$ cat src/rtl/conv2_bias_relu_unit_if.sv
// Signal bundle for the conv2 bias/ReLU stage: accumulator input stream,
// bias-memory lookup, activation output stream and pass control.
interface conv2_bias_relu_unit_if;
  logic               start;
  logic               acc_valid;
  logic signed [31:0] acc_data;
  logic               acc_ready;
  logic               bias_start;
  logic [3:0]         bias_filter;
  logic signed [31:0] bias_b;
  logic               bias_done;
  logic               out_valid;
  logic signed [15:0] out_data;
  logic [3:0]         out_filter;
  logic               out_last;
  logic               out_ready;
  logic               busy;
  logic               done;

  // The unit itself.
  modport master (
    input  start, acc_valid, acc_data, bias_b, bias_done, out_ready,
    output acc_ready, bias_start, bias_filter, out_valid, out_data,
           out_filter, out_last, busy, done
  );

  // The surrounding accumulator, bias memory and downstream layer.
  modport slave (
    output start, acc_valid, acc_data, bias_b, bias_done, out_ready,
    input  acc_ready, bias_start, bias_filter, out_valid, out_data,
           out_filter, out_last, busy, done
  );
endinterface

$ cat src/rtl/conv2_bias_relu_unit.sv
// conv2 post-accumulation stage: bias add, ReLU, rounded right shift and
// 16-bit saturation, sequencing every (position, filter) pair of one layer
// pass per start pulse and handing activations downstream via valid/ready.
module conv2_bias_relu_unit #(
  parameter int NUM_FILTERS   = 10,
  parameter int NUM_POSITIONS = 64,
  parameter int SHIFT         = 8
) (
  input  logic                 clk,
  input  logic                 rst,
  conv2_bias_relu_unit_if.master io_bus
);

  typedef enum logic [1:0] {S_IDLE, S_RUN, S_FLUSH} state_t;

  localparam int              POS_W     = (NUM_POSITIONS > 1) ? $clog2(NUM_POSITIONS) : 1;
  localparam logic [3:0]      FILT_LAST = 4'(NUM_FILTERS - 1);
  localparam logic [POS_W-1:0] POS_LAST = POS_W'(NUM_POSITIONS - 1);
  localparam logic [33:0]     ROUND     = 34'd1 << (SHIFT - 1);
  localparam logic [33:0]     ACT_MAX   = 34'd32767;

  state_t             r_state;
  state_t             w_state_next;
  logic [3:0]         r_filt_cnt;
  logic [POS_W-1:0]   r_pos_cnt;
  logic               r_out_valid;
  logic signed [15:0] r_out_data;
  logic [3:0]         r_out_filter;
  logic               r_out_last;
  logic               r_done;

  logic               w_acc_ready;
  logic               w_bias_start;
  logic               w_busy;
  logic               w_accept;
  logic               w_last_pair;
  logic               w_flush_exit;
  logic signed [32:0] w_sum;
  logic [33:0]        w_rounded;
  logic [33:0]        w_shifted;
  logic signed [15:0] w_act;

  assign w_accept     = io_bus.acc_valid && w_acc_ready;
  assign w_last_pair  = (r_filt_cnt == FILT_LAST) && (r_pos_cnt == POS_LAST);
  // The last activation leaves the output register this cycle (or it is already empty).
  assign w_flush_exit = (r_state == S_FLUSH) && (!r_out_valid || io_bus.out_ready);

  // Widen both operands by one bit so the bias add can never wrap.
  assign w_sum = {io_bus.acc_data[31], io_bus.acc_data} + {io_bus.bias_b[31], io_bus.bias_b};

  // ReLU, round-half-up shift and clamp; the rounding path only matters for positive sums.
  always_comb begin
    w_rounded = {1'b0, w_sum} + ROUND;
    w_shifted = w_rounded >> SHIFT;
    if (w_sum[32] || (w_sum == 33'sd0)) begin
      w_act = 16'sd0;
    end else if (w_shifted > ACT_MAX) begin
      w_act = 16'sh7FFF;
    end else begin
      w_act = w_shifted[15:0];
    end
  end

  // State register.
  always_ff @(posedge clk or posedge rst) begin
    if (rst) begin
      r_state <= S_IDLE;
    end else begin
      r_state <= w_state_next;
    end
  end

  // Next-state logic; start is only honoured from IDLE.
  always_comb begin
    w_state_next = r_state;
    case (r_state)
      S_IDLE:  if (io_bus.start) w_state_next = S_RUN;
      S_RUN:   if (w_accept && w_last_pair) w_state_next = S_FLUSH;
      S_FLUSH: if (w_flush_exit) w_state_next = S_IDLE;
      default: w_state_next = S_IDLE;
    endcase
  end

  // State-decoded outputs; accept needs a bias and room in the output register.
  always_comb begin
    w_acc_ready  = 1'b0;
    w_bias_start = 1'b0;
    w_busy       = 1'b0;
    case (r_state)
      S_RUN: begin
        w_bias_start = 1'b1;
        w_busy       = 1'b1;
        w_acc_ready  = io_bus.bias_done && (!r_out_valid || io_bus.out_ready);
      end
      S_FLUSH: w_busy = 1'b1;
      default: ;
    endcase
  end

  // Filter/position sequencing: cleared when a pass starts, stepped per accept.
  always_ff @(posedge clk or posedge rst) begin
    if (rst) begin
      r_filt_cnt <= '0;
      r_pos_cnt  <= '0;
    end else if ((r_state == S_IDLE) && io_bus.start) begin
      r_filt_cnt <= '0;
      r_pos_cnt  <= '0;
    end else if (w_accept) begin
      if (r_filt_cnt == FILT_LAST) begin
        r_filt_cnt <= '0;
        r_pos_cnt  <= r_pos_cnt + 1'b1;
      end else begin
        r_filt_cnt <= r_filt_cnt + 4'd1;
      end
    end
  end

  // Output register: reload on accept, empty on drain without a new accept.
  always_ff @(posedge clk or posedge rst) begin
    if (rst) begin
      r_out_valid  <= 1'b0;
      r_out_data   <= '0;
      r_out_filter <= '0;
      r_out_last   <= 1'b0;
    end else if (w_accept) begin
      r_out_valid  <= 1'b1;
      r_out_data   <= w_act;
      r_out_filter <= r_filt_cnt;
      r_out_last   <= w_last_pair;
    end else if (r_out_valid && io_bus.out_ready) begin
      r_out_valid  <= 1'b0;
    end
  end

  // One-cycle done pulse on the FLUSH to IDLE edge.
  always_ff @(posedge clk or posedge rst) begin
    if (rst) begin
      r_done <= 1'b0;
    end else begin
      r_done <= w_flush_exit;
    end
  end

  assign io_bus.acc_ready   = w_acc_ready;
  assign io_bus.bias_start  = w_bias_start;
  assign io_bus.bias_filter = r_filt_cnt;
  assign io_bus.out_valid   = r_out_valid;
  assign io_bus.out_data    = r_out_data;
  assign io_bus.out_filter  = r_out_filter;
  assign io_bus.out_last    = r_out_last;
  assign io_bus.busy        = w_busy;
  assign io_bus.done        = r_done;

endmodule
$ cat src/flat_wrapper.sv
// flat-port wrapper written by rule: the top's interface ports become plain ports
module conv2_bias_relu_unit_flat 
#(
  parameter int NUM_FILTERS   = 10,
  parameter int NUM_POSITIONS = 64,
  parameter int SHIFT         = 8
)
  (clk, rst, io_bus_start, io_bus_acc_valid, io_bus_acc_data, io_bus_bias_b, io_bus_bias_done, io_bus_out_ready, io_bus_acc_ready, io_bus_bias_start, io_bus_bias_filter, io_bus_out_valid, io_bus_out_data, io_bus_out_filter, io_bus_out_last, io_bus_busy, io_bus_done);
  conv2_bias_relu_unit_if io_bus_i ();
  input  logic clk;
  input  logic rst;
  input wire logic [$bits(io_bus_i.start)-1:0] io_bus_start;
  input wire logic [$bits(io_bus_i.acc_valid)-1:0] io_bus_acc_valid;
  input wire logic [$bits(io_bus_i.acc_data)-1:0] io_bus_acc_data;
  input wire logic [$bits(io_bus_i.bias_b)-1:0] io_bus_bias_b;
  input wire logic [$bits(io_bus_i.bias_done)-1:0] io_bus_bias_done;
  input wire logic [$bits(io_bus_i.out_ready)-1:0] io_bus_out_ready;
  output wire logic [$bits(io_bus_i.acc_ready)-1:0] io_bus_acc_ready;
  output wire logic [$bits(io_bus_i.bias_start)-1:0] io_bus_bias_start;
  output wire logic [$bits(io_bus_i.bias_filter)-1:0] io_bus_bias_filter;
  output wire logic [$bits(io_bus_i.out_valid)-1:0] io_bus_out_valid;
  output wire logic [$bits(io_bus_i.out_data)-1:0] io_bus_out_data;
  output wire logic [$bits(io_bus_i.out_filter)-1:0] io_bus_out_filter;
  output wire logic [$bits(io_bus_i.out_last)-1:0] io_bus_out_last;
  output wire logic [$bits(io_bus_i.busy)-1:0] io_bus_busy;
  output wire logic [$bits(io_bus_i.done)-1:0] io_bus_done;
  assign io_bus_i.start = io_bus_start;
  assign io_bus_i.acc_valid = io_bus_acc_valid;
  assign io_bus_i.acc_data = io_bus_acc_data;
  assign io_bus_i.bias_b = io_bus_bias_b;
  assign io_bus_i.bias_done = io_bus_bias_done;
  assign io_bus_i.out_ready = io_bus_out_ready;
  assign io_bus_acc_ready = io_bus_i.acc_ready;
  assign io_bus_bias_start = io_bus_i.bias_start;
  assign io_bus_bias_filter = io_bus_i.bias_filter;
  assign io_bus_out_valid = io_bus_i.out_valid;
  assign io_bus_out_data = io_bus_i.out_data;
  assign io_bus_out_filter = io_bus_i.out_filter;
  assign io_bus_out_last = io_bus_i.out_last;
  assign io_bus_busy = io_bus_i.busy;
  assign io_bus_done = io_bus_i.done;
  conv2_bias_relu_unit #(.NUM_FILTERS(NUM_FILTERS), .NUM_POSITIONS(NUM_POSITIONS), .SHIFT(SHIFT)) u_core (.clk(clk), .rst(rst), .io_bus(io_bus_i));
endmodule
$ cat config.mk
export PLATFORM = sky130hd
export DESIGN_NAME = conv2_bias_relu_unit_flat
export DESIGN_NICKNAME = d
export VERILOG_FILES = /design/src/rtl/conv2_bias_relu_unit_if.sv /design/src/rtl/conv2_bias_relu_unit.sv /design/src/flat_wrapper.sv
export SDC_FILE = /design/constraint.sdc
export NUM_CORES = 1
export LEC_CHECK = 0
export BUFFER_PORTS_ARGS = -buffer_cell sky130_fd_sc_hd__buf_2
export CORE_MARGIN = 2
export CORE_UTILIZATION = 45
export DETAILED_ROUTE_END_ITERATION = 10
export GPL_TIMING_DRIVEN = 0
export PLACE_DENSITY = 0.81
export SLEW_MARGIN = 5
export SYNTH_ARGS = -nofsm -noshare
export SYNTH_HDL_FRONTEND = slang
export SYNTH_SLANG_ARGS = --single-unit
export TNS_END_PERCENT = 1
$ cat constraint.sdc
create_clock -name clk -period 2.3 [get_ports clk]
set_input_delay 0.115 -clock clk [delete_from_list [all_inputs] [get_ports clk]]
set_output_delay 0.115 -clock clk [all_outputs]
set_load 0.005 [all_outputs]
# Yosys cells after proc, flatten, opt, wreduce, memory -nomap -nowiden
# Cells that the tools add are included.
[word_totals] latchBits=0 ramBits=0 mem_count=0 wordCells=55 in_bits=70 romBits=0 output_inout_bits=30 reg_bits=35
[op_classes] bitwise=0 n_addsub=4 eq_ne=7 muxes=17 reduce_logical=18 shifts=0 order_cmp=1 mul=0 div=0
[ops] cell="adder 33 x 8 -> 34 bit (second input constant)" count=1
[ops] cell="adder 32 x 32 -> 33 bit" count=1
[ops] cell="logical NOT 33 bit" count=1
[ops] cell="two-way mux 16 bit" count=2
[ops] cell="> comparator 26 x 15 -> 1 bit (second input constant)" count=1
[ops] cell="two-way mux 6 bit" count=3
[ops] cell="two-way mux 4 bit" count=3
[ops] cell="logical AND 1 bit" count=7
[ops] cell="adder 6 x 1 -> 6 bit (second input constant)" count=1
[ops] cell="equality test 6 bit (second input constant)" count=1
[ops] cell="two-way mux 2 bit" count=3
[ops] cell="one-hot mux 2 bit (3 select lines)" count=1
[ops] cell="nonzero test 2 bit" count=3
[ops] cell="two-way mux 1 bit" count=5
[ops] cell="adder 4 x 1 -> 4 bit (second input constant)" count=1
[ops] cell="equality test 4 bit (second input constant)" count=1
[ops] cell="inequality test 2 x 1 -> 1 bit (second input constant)" count=2
[ops] cell="AND reduction 3 bit" count=1
[ops] cell="equality test 2 x 1 -> 1 bit (second input constant)" count=1
[ops] cell="equality test 2 bit (second input constant)" count=1
[ops] cell="logical NOT 2 bit" count=1
[ops] cell="logical OR 1 bit" count=2
[ops] cell="inequality test 2 bit (second input constant)" count=1
[ops] cell="AND reduction 2 bit" count=1
[ops] cell="2 further kinds" count=2

# Depth between registers and ports, before layout
# Gate-level depths: netlist of the first run.
[depth] depth_word=8 ltp_mapped=14 depth_no_buf=13

# Least setup slack after synthesis of the first run
# Ideal clock, no wire load.
[synth_path] path_kind="input port to flip-flop" startpoint="input port io_bus_bias_b[0]" endpoint="register u_core.r_out_data[3], in the netlist u_core.io_bus.out_data[3]" path_stages=13 path_buffers=1 t_required_ns=2.163 arrival_time_ns=3.704 setup_ns=0.137 path_slack_ns=-1.541 path_cell_list="ha_1 fa_1 a21oi_1 o22ai_1 a211oi_1 o31ai_1 xnor2_1 or4_4 or3_4 nor4_4 mux2i_1 buf_6 a41oi_2"
[synth_between] elab_chain_cells=5 word_cells_on_any_way=7 classes_between="2 x add/sub; 1 x order compare; 2 x mux; 2 x reduce/logical"
[synth_lines] item="start: declaration" line="flat_wrapper.sv:15" rtl="input wire logic [$bits(io_bus_i.bias_b)-1:0] io_bus_bias_b;"
[synth_lines] item="adder 32 x 32 -> 33 bit (*)" line="conv2_bias_relu_unit.sv:49" rtl="assign w_sum = {io_bus.acc_data[31], io_bus.acc_data} + {io_bus.bias_b[31], io_bus.bias_b};"
[synth_lines] item="adder 33 x 8 -> 34 bit" line="conv2_bias_relu_unit.sv:53" rtl="w_rounded = {1'b0, w_sum} + ROUND;"
[synth_lines] item="> comparator 26 x 15 -> 1 bit" line="conv2_bias_relu_unit.sv:57" rtl="end else if (w_shifted > ACT_MAX) begin"
[synth_lines] item="two-way mux 16 bit" line="conv2_bias_relu_unit.sv:57"
[synth_lines] item="two-way mux 16 bit (*)" line="conv2_bias_relu_unit.sv:55" rtl="if (w_sum[32] || (w_sum == 33'sd0)) begin"
[synth_lines] item="end signal: assignment" line="conv2_bias_relu_unit.sv:127" rtl="r_out_data <= w_act;"
[synth_lines] item="end: declaration" line="conv2_bias_relu_unit.sv:27" rtl="logic signed [15:0] r_out_data;"
# Every way passes the cells marked *; elsewhere a longest branch is shown, timed or not.
# A chain may end at the register's enable or synchronous reset.

# Worst setup path in the final report of the first run
[layout_path] startpoint="input port io_bus_bias_b[12]" endpoint="register u_core.r_out_data[0], in the netlist u_core.io_bus.out_data[0]"
# The elaborated chain is that of the path after synthesis.

==> results of run 1 <==
critical path: cells and delay by family:
| kind | cells | cell delay (ns) |
|---|---|---|
| muxes | 1 | 0.35 |
| AOI/OAI and AO/OA | 3 | 0.46 |
| and+or+nand+nor | 6 | 1.85 |
| buffers and inverters | 4 | 0.71 |
| adders and majority gates | 1 | 0.26 |
routing by layer:
metal | track usage [%] | up-vias
met3 | 1.917 | 33
met5 | 0 | -
met2 | 40.51 | 223
li1 | - | 2488
met4 | 8.459 | 0
met1 | 27.97 | 2400
sequential cells by signal (all words and copies together), names as in the netlist:
register,count
u_core.io_bus.bias_filter,4
u_core.io_bus.done,1
u_core.io_bus.out_data,16
u_core.io_bus.out_filter,4
u_core.io_bus.out_last,1
u_core.io_bus.out_valid,1
u_core.r_pos_cnt,6
u_core.r_state,2
kinds of logic (layout without fill, tap and decap cells):
group | Yosys count | after routing | synth area share (%)
and+or+nand+nor | 227 | 227 | 25.76
buffers and inverters | 42 | 157 | 4.459
muxes | 6 | 6 | 1.289
DFF | 35 | 35 | 18.80
adders and majority gates | 41 | 41 | 11.17
xor gates and xnor gates | 34 | 34 | 6.393
AOI/OAI and AO/OA | 208 | 208 | 32.13
power by group through the flow:
stage | clock [mW] | combinational (mW) | sequential [mW]
3_3_place_gp | 0 | 1.79 | 0.920
4_1_cts | 0.508 | 1.95 | 0.924
6_report | 0.503 | 1.99 | 0.928
3_5_place_dp | 0 | 1.86 | 0.936
5_1_grt | 0.530 | 2.20 | 0.944
2_1_floorplan | 0 | 1.30 | 0.918
cell type report:
| type | instances | area (um^2) | area share, % |
|---|---|---|---|
| Inverter | 11 | 41.29 | 0.7207 |
| Timing Repair Buffer | 108 | 563.0 | 9.827 |
| Multi-Input combinational cell | 516 | 3800 | 66.32 |
| Clock inverter | 1 | 7.507 | 0.1310 |
| Buffer | 30 | 175.2 | 3.057 |
| Clock buffer | 7 | 96.34 | 1.682 |
| Tap cell | 136 | 170.2 | 2.970 |
| Sequential cell | 35 | 875.8 | 15.29 |
cell usage in the layout, fill, tap and decap left out, types with 6 or more instances in the layout:
master,Yosys,routed
sky130_fd_sc_hd__and4_1,8,7
sky130_fd_sc_hd__or3_1,11,9
sky130_fd_sc_hd__ha_1,40,37
sky130_fd_sc_hd__a21oi_1,73,69
sky130_fd_sc_hd__o211ai_1,11,11
sky130_fd_sc_hd__and3_1,8,8
sky130_fd_sc_hd__a31oi_1,8,8
sky130_fd_sc_hd__nand4_1,19,19
sky130_fd_sc_hd__buf_4,3,12
sky130_fd_sc_hd__xnor2_1,23,19
sky130_fd_sc_hd__a41oi_2,10,10
sky130_fd_sc_hd__dfrtp_1,35,35
sky130_fd_sc_hd__o21ai_0,22,19
sky130_fd_sc_hd__a21o_1,7,7
sky130_fd_sc_hd__and2_1,8,8
sky130_fd_sc_hd__o21a_1,9,9
sky130_fd_sc_hd__a41oi_1,6,6
sky130_fd_sc_hd__inv_1,11,10
sky130_fd_sc_hd__o21ai_2,2,6
sky130_fd_sc_hd__clkbuf_1,16,11
sky130_fd_sc_hd__buf_2,6,105
sky130_fd_sc_hd__nor3_1,16,15
sky130_fd_sc_hd__xor2_1,11,11
sky130_fd_sc_hd__clkbuf_8,0,7
sky130_fd_sc_hd__nand3_1,14,12
sky130_fd_sc_hd__nand2_1,68,67
sky130_fd_sc_hd__nor2_1,43,43
what timing repair did:
action,4_1_cts,5_1_grt
endpoints found under the setup margin,24,19
endpoints found under the hold margin,0,0
setup buffers,9,0
gates resized for setup,22,15
gates cloned,0,0
pin swaps,6,7
final timing paths:
path / endpoint / from / cells past startpoint
setup / recovery: u_core.io_bus.out_data[0] / io_bus_bias_b[12] / 15
hold / removal: u_core.io_bus.out_data[4] / rst / 2
setup reg to reg: u_core.io_bus.out_data[0] / u_core.r_state[1] / 10
hold reg to reg: u_core.io_bus.out_filter[3] / u_core.io_bus.out_filter[3] / 2
max in group asynchronous: u_core.r_pos_cnt[4] / rst / 2
min in group clk: u_core.io_bus.out_valid / io_bus_out_ready / 3
through the flow:
stage / hold slack (ns) / area [um^2] / setup WS (ns)
after floorplan: 0.2693 / 4721 / -1.155
after global placement: 0.4447 / 5386 / -1.797
after detailed placement: 0.4698 / 5386 / -1.885
after CTS: 0.1636 / 5675 / -1.230
after global routing: 0.01237 / 5729 / -1.432
final: -0.05640 / 5729 / -1.282
==> impl_metrics.xml, run 1 <==
<?xml version="1.0" encoding="UTF-8"?>
<metrics>
  <group name="setup_path">
    <metric name="worstSetupStartpointType" unit="">primary input</metric>
    <metric name="timing.critical_path.required" unit="ns">2.46</metric>
    <metric name="setup.worst_path.end_class" unit="">flop</metric>
    <metric name="crit_type" unit="">primary input to flop</metric>
    <metric name="critical-path-slowest-cell" unit="">sky130_fd_sc_hd__or4_4</metric>
    <metric name="cpPeakStageDelay" unit="ns">0.60</metric>
    <metric name="register_to_register_setup_slack" unit="ns">-0.24</metric>
    <metric name="timing.critical_path.arrival" unit="ns">3.74</metric>
    <metric name="timing.critical_path.cells" unit="">buf_2 -&gt; ha_1 -&gt; buf_2 -&gt; nand4_1 -&gt; buf_4 -&gt; nor3_1 -&gt; a22oi_2 -&gt; nand4_1 -&gt; o211ai_1 -&gt; or4_4 -&gt; or3_4 -&gt; nor4_4 -&gt; mux2i_4 -&gt; buf_8 -&gt; a41oi_2</metric>
    <metric name="critPathMaxFanout" unit="">10</metric>
  </group>
  <group name="power">
    <metric name="fin_total_pwr" unit="mW">3.418</metric>
    <metric name="power.share.sequential" unit="%">27.1</metric>
    <metric name="power.ir.vdd_worst" unit="uV">321.0</metric>
    <metric name="power_per_cell_area" unit="mW/mm^2">596.6</metric>
    <metric name="p_switching" unit="mW">1.534</metric>
    <metric name="sw_frac_of_total" unit="%">44.87</metric>
    <metric name="power.leakage" unit="nW">2.412</metric>
    <metric name="part_of_the_total_power_dissipated_in_the_clock_network" unit="%">14.7</metric>
    <metric name="cell_internal_pwr" unit="mW">1.884</metric>
    <metric name="share_comb_of_total_power" unit="%">58.1</metric>
  </group>
  <group name="drt">
    <metric name="route.met2.wl" unit="um">6320</metric>
    <metric name="via_per_inst" unit="">6.095</metric>
    <metric name="drt_pre_antenna_iters" unit="">5</metric>
    <metric name="detail_route.iter0.violations" unit="">310</metric>
    <metric name="max_layer_used" unit="">met4</metric>
    <metric name="wl" unit="um">12850</metric>
    <metric name="post_drt_wl_per_cell" unit="um">15.22</metric>
    <metric name="wl_met3" unit="um">728</metric>
    <metric name="met1Wirelength" unit="um">5436</metric>
    <metric name="final_antenna_net_count" unit="">0</metric>
    <metric name="route.vias.total" unit="">5144</metric>
    <metric name="drc" unit="">0</metric>
  </group>
  <group name="logic_synthesis">
    <metric name="netlist_top_cells_count" unit="">sky130_fd_sc_hd__a21oi_1, sky130_fd_sc_hd__nand2_1, sky130_fd_sc_hd__nor2_1</metric>
    <metric name="syn-instance-count" unit="">593</metric>
    <metric name="yosysWarningCount" unit="">0</metric>
    <metric name="syn-num-nets" unit="">704</metric>
    <metric name="mappedNetlistArea" unit="mm^2">0.004658</metric>
    <metric name="top_cell_type_by_total_area_after_synthesis" unit="">sky130_fd_sc_hd__dfrtp_1</metric>
    <metric name="synth_edf_count" unit="">0</metric>
    <metric name="synth_area_leaders" unit="">sky130_fd_sc_hd__dfrtp_1, sky130_fd_sc_hd__ha_1, sky130_fd_sc_hd__a21oi_1</metric>
    <metric name="sequential_share_of_the_synthesized_area" unit="%">18.80</metric>
    <metric name="yosysTopAreaCellShare" unit="%">18.80</metric>
    <metric name="synth_top_flop_cell" unit="">sky130_fd_sc_hd__dfrtp_1</metric>
    <metric name="synth.most_common_cell" unit="">sky130_fd_sc_hd__a21oi_1</metric>
    <metric name="flip_flop_and_latch_count_after_synthesis" unit="">35</metric>
    <metric name="syn-mean-instance-area" unit="um^2">7.855</metric>
    <metric name="ys_types" unit="">77</metric>
    <metric name="async_flop_share" unit="%">100.0</metric>
  </group>
  <group name="die">
    <metric name="fp.dieW" unit="um">105.7</metric>
    <metric name="floorplan.initialDensity" unit="%">45.74</metric>
    <metric name="coreArea" unit="mm^2">0.01018</metric>
    <metric name="floorplan.die_area" unit="mm^2">0.01118</metric>
    <metric name="floorplan.rows" unit="">37</metric>
    <metric name="top_level_ports" unit="">100</metric>
    <metric name="die_height" unit="um">105.7</metric>
  </group>
  <group name="clock_tree">
    <metric name="clock-sinks" unit="">35</metric>
    <metric name="cts_root_buffer" unit="">sky130_fd_sc_hd__clkbuf_8</metric>
    <metric name="htree_levels" unit="">2</metric>
    <metric name="worst_setup_hold_path_clk_slew" unit="ns">0.08</metric>
    <metric name="hold_buffers" unit="">0</metric>
    <metric name="numCtsBuffers" unit="">5</metric>
    <metric name="tritoncts" unit="">built</metric>
    <metric name="worstSkewPairLatency" unit="ns">0.29</metric>
    <metric name="cts-root-to-sink-buffers" unit="">2</metric>
  </group>
  <group name="outcome">
    <metric name="outcome" unit="">finished with violations</metric>
    <metric name="violations_in_the_final_reports" unit="">negative hold slack, negative setup slack</metric>
  </group>
  <group name="sta">
    <metric name="setup_tns" unit="ns">-18.77</metric>
    <metric name="worst_clock_skew" unit="ns">0.008392</metric>
    <metric name="grt_setup_unrepaired" unit="">true</metric>
    <metric name="timing.hold.ws" unit="ns">-0.05640</metric>
    <metric name="final-max-slew-violation-count" unit="">0</metric>
    <metric name="min_cycle_time_layout" unit="ns">3.582</metric>
    <metric name="worst_slew_pin_slew" unit="ns">0.7257</metric>
    <metric name="fin_crit_sh" unit="%">155.7</metric>
    <metric name="max_freq" unit="GHz">0.2792</metric>
    <metric name="final-hold-violation-count" unit="">35</metric>
    <metric name="setup_ws" unit="ns">-1.282</metric>
    <metric name="report.final.setup_viol" unit="">15</metric>
    <metric name="timing.slew.headroom" unit="%">51.55</metric>
  </group>
  <group name="global_routing">
    <metric name="grt.overflow.total" unit="">0</metric>
    <metric name="grt_first_pass_wirelength" unit="um">21560</metric>
    <metric name="grt_max_degree" unit="">36</metric>
    <metric name="grt_pass1_vias" unit="">4896</metric>
    <metric name="antenna_found_initial" unit="">0</metric>
    <metric name="grt_use_total" unit="%">22.56</metric>
  </group>
  <group name="placed_design">
    <metric name="hpwlAfterDp" unit="um">10100</metric>
    <metric name="numPlacedInstances" unit="">828</metric>
    <metric name="port_buffers" unit="">99</metric>
    <metric name="finalWeightedCongestion" unit="">0.9472</metric>
  </group>
  <group name="cells_and_area">
    <metric name="non_filler_instances" unit="">844</metric>
    <metric name="fin_util" unit="%">56.25</metric>
    <metric name="layout_cells_sized_above_1" unit="%">28.53</metric>
    <metric name="areaGrowthSynthToFinish" unit="%">22.99</metric>
    <metric name="antennaDiodeCount" unit="">0</metric>
    <metric name="nets" unit="">818</metric>
    <metric name="nFillCells" unit="">983</metric>
  </group>
  <group name="hold_path">
    <metric name="hold_path.class" unit="">primary input to asynchronous set/reset pin</metric>
  </group>
  <group name="job">
    <metric name="drv_cap" unit="">0</metric>
  </group>
</metrics>
No activity file was read; power rests on OpenSTA's default activity.
==> run 2: changes to the inputs <==
--- a/config.mk
+++ b/config.mk
@@ -10,6 +10,7 @@
 export CORE_UTILIZATION = 45
 export DETAILED_ROUTE_END_ITERATION = 10
 export GPL_TIMING_DRIVEN = 0
+export HOLD_SLACK_MARGIN = 0.05
 export PLACE_DENSITY = 0.81
 export SLEW_MARGIN = 5
 export SYNTH_ARGS = -nofsm -noshare
==> impl_metrics.xml, run 2 (synthesized netlist as in run 1, its figures left out) <==
<?xml version="1.0" encoding="UTF-8"?>
<metrics>
  <group name="placed_design">
    <metric name="place_worst_setup_slack" unit="ns">-1.885</metric>
    <metric name="post_dp_cell_area" unit="mm^2">0.005386</metric>
    <metric name="hpwlAfterDp" unit="um">10100</metric>
    <metric name="finalWeightedCongestion" unit="">0.9472</metric>
    <metric name="port_buffers" unit="">99</metric>
  </group>
  <group name="setup_path">
    <metric name="crit_type" unit="">primary input to flop</metric>
    <metric name="cpPeakStageDelay" unit="ns">0.57</metric>
    <metric name="critPathMaxFanout" unit="">10</metric>
    <metric name="timing.critical_path.cells" unit="">buf_2 -&gt; ha_1 -&gt; buf_2 -&gt; nand4_1 -&gt; a2111oi_4 -&gt; a211oi_4 -&gt; o211ai_1 -&gt; o211ai_1 -&gt; or4_4 -&gt; or3_4 -&gt; nor4_4 -&gt; mux2i_4 -&gt; buf_8 -&gt; a41oi_2</metric>
    <metric name="timing.critical_path.arrival" unit="ns">3.73</metric>
    <metric name="path_delay_family" unit="">simple AND/OR/NAND/NOR gates</metric>
    <metric name="setup.worst_path.end_class" unit="">flop</metric>
    <metric name="timing.critical_path.required" unit="ns">2.46</metric>
    <metric name="worstPathBufferInverterCount" unit="">3</metric>
    <metric name="register_to_register_setup_slack" unit="ns">-0.25</metric>
    <metric name="critical-path-slowest-cell" unit="">sky130_fd_sc_hd__or4_4</metric>
    <metric name="worstSetupStartpointType" unit="">primary input</metric>
  </group>
  <group name="outcome">
    <metric name="outcome" unit="">finished with violations</metric>
    <metric name="violations_in_the_final_reports" unit="">negative setup slack</metric>
  </group>
  <group name="sta">
    <metric name="max_freq" unit="GHz">0.2798</metric>
    <metric name="final-hold-violation-count" unit="">0</metric>
    <metric name="worst_clock_skew" unit="ns">0.008231</metric>
    <metric name="min_cycle_time_layout" unit="ns">3.574</metric>
    <metric name="final-max-slew-violation-count" unit="">0</metric>
    <metric name="setup_tns" unit="ns">-18.64</metric>
    <metric name="fin_crit_sh" unit="%">155.4</metric>
    <metric name="grt_setup_unrepaired" unit="">true</metric>
    <metric name="timing.hold.ws" unit="ns">0.1639</metric>
    <metric name="setup_ws" unit="ns">-1.274</metric>
    <metric name="timing.slew.headroom" unit="%">51.14</metric>
    <metric name="worst_slew_pin_slew" unit="ns">0.7276</metric>
    <metric name="report.final.setup_viol" unit="">15</metric>
  </group>
  <group name="die">
    <metric name="floorplan.initialDensity" unit="%">45.74</metric>
    <metric name="fp.dieW" unit="um">105.7</metric>
    <metric name="floorplan.rows" unit="">37</metric>
    <metric name="top_level_ports" unit="">100</metric>
    <metric name="die_height" unit="um">105.7</metric>
    <metric name="coreArea" unit="mm^2">0.01018</metric>
    <metric name="floorplan.die_area" unit="mm^2">0.01118</metric>
  </group>
  <group name="cells_and_area">
    <metric name="layout_cells_sized_above_1" unit="%">28.49</metric>
    <metric name="areaGrowthSynthToFinish" unit="%">23.21</metric>
    <metric name="final_common_cell" unit="">sky130_fd_sc_hd__buf_2</metric>
    <metric name="final_design_area_no_fill" unit="mm^2">0.005739</metric>
    <metric name="mostFrequentLayoutCells" unit="">sky130_fd_sc_hd__buf_2, sky130_fd_sc_hd__a21oi_1, sky130_fd_sc_hd__nand2_1, sky130_fd_sc_hd__nor2_1, sky130_fd_sc_hd__ha_1</metric>
    <metric name="nFillCells" unit="">982</metric>
    <metric name="nets" unit="">819</metric>
    <metric name="ff_latch_area" unit="um^2">875.8</metric>
    <metric name="fin_util" unit="%">56.35</metric>
    <metric name="multi_input_area" unit="mm^2">0.003800</metric>
    <metric name="largest_register_ffs" unit="">16</metric>
    <metric name="antennaDiodeCount" unit="">0</metric>
  </group>
  <group name="clock_tree">
    <metric name="cts_root_buffer" unit="">sky130_fd_sc_hd__clkbuf_8</metric>
    <metric name="worstSkewPairLatency" unit="ns">0.29</metric>
    <metric name="htree_levels" unit="">2</metric>
    <metric name="worst_setup_hold_path_clk_slew" unit="ns">0.08</metric>
    <metric name="clock-sinks" unit="">35</metric>
    <metric name="numCtsBuffers" unit="">5</metric>
    <metric name="cts-root-to-sink-buffers" unit="">2</metric>
    <metric name="tritoncts" unit="">built</metric>
  </group>
  <group name="power">
    <metric name="p_switching" unit="mW">1.534</metric>
    <metric name="power_per_cell_area" unit="mW/mm^2">595.8</metric>
    <metric name="power.leakage" unit="nW">2.416</metric>
    <metric name="sw_frac_of_total" unit="%">44.86</metric>
    <metric name="share_comb_of_total_power" unit="%">58.1</metric>
    <metric name="power.share.sequential" unit="%">27.2</metric>
    <metric name="part_of_the_total_power_dissipated_in_the_clock_network" unit="%">14.7</metric>
    <metric name="cell_internal_pwr" unit="mW">1.885</metric>
    <metric name="power.ir.vdd_worst" unit="uV">321.4</metric>
  </group>
  <group name="drt">
    <metric name="via_per_inst" unit="">6.083</metric>
    <metric name="wl" unit="um">12860</metric>
    <metric name="post_drt_wl_per_cell" unit="um">15.22</metric>
    <metric name="drc" unit="">0</metric>
    <metric name="final_antenna_net_count" unit="">0</metric>
    <metric name="route.vias.total" unit="">5140</metric>
    <metric name="drt_pre_antenna_iters" unit="">5</metric>
    <metric name="detail_route.iter0.violations" unit="">323</metric>
  </group>
  <group name="hold_path">
    <metric name="hold_path.class" unit="">primary input to flop</metric>
  </group>
  <group name="global_routing">
    <metric name="grt_max_degree" unit="">36</metric>
    <metric name="grt_use_total" unit="%">22.56</metric>
    <metric name="antenna_found_initial" unit="">0</metric>
    <metric name="grt_first_pass_wirelength" unit="um">21560</metric>
    <metric name="grt_pass1_vias" unit="">4896</metric>
    <metric name="grt.overflow.total" unit="">0</metric>
  </group>
  <group name="job">
    <metric name="drv_cap" unit="">0</metric>
  </group>
</metrics>
## run 2: cell types whose count changed in the layout (fill, tap and decap cells not counted), sizes merged
| cell | before | now |
|---|---|---|
| dlygate4sd3 | 0 | 1 |
## run 2: routing by layer
metal / part of all wire, % / global-route usage (%) / vias to the layer above
met2: 49 / 40.51 / 200
li1: - / - / 2489
met4: 2.9 / 8.459 / 0
met1: 43 / 27.97 / 2416
met3: 5.2 / 1.917 / 35
met5: 0 / 0 / -
## run 2: stage by stage
step / instances / power (mW)
detailed placement: 828 / 2.797
CTS: 844 / 3.382
floorplan: 593 / 2.218
global placement: 828 / 2.709
finish: 845 / 3.419
global route: 845 / 3.671
## run 2: final timing paths
check	end	from	cells after the start
worst max-delay path	u_core.io_bus.out_data[0]	io_bus_bias_b[6]	14
worst min register to register	u_core.io_bus.out_filter[3]	u_core.io_bus.out_filter[3]	2
worst max register to register	u_core.io_bus.out_data[0]	u_core.r_state[1]	10
worst min-delay path	u_core.io_bus.out_valid	io_bus_out_ready	3
min in group asynchronous	u_core.io_bus.out_data[4]	rst	3
max in group asynchronous	u_core.r_pos_cnt[4]	rst	3
## run 2: tightest hold or removal path, cell delays in order
cell	delay (ns)
sky130_fd_sc_hd__buf_2	0.07
sky130_fd_sc_hd__nand2b_1	0.16
sky130_fd_sc_hd__nand2_1	0.07
## run 2: what timing repair did
item	in CTS	in global routing
endpoints found under the hold margin	0	35
buffers inserted	9	0
hold buffers	0	1
gates resized for setup	22	15
endpoints found under the setup margin	24	19
pin swaps	6	7
## run 2: power groups by stage
stage	clock network (mW)	registers (mW)	logic (mW)
2_1_floorplan	0	0.918	1.30
3_3_place_gp	0	0.920	1.79
3_5_place_dp	0	0.936	1.86
4_1_cts	0.508	0.924	1.95
5_1_grt	0.530	0.944	2.20
6_report	0.503	0.928	1.99
## run 2: area by class of cell
class                           count  area share [%]
Multi-Input combinational cell    516           66.21
Buffer                             30           3.052
Inverter                           11          0.7194
Sequential cell                    35           15.26
Timing Repair Buffer              109           9.985
Clock buffer                        7           1.679
Clock inverter                      1          0.1308
Tap cell                          136           2.965
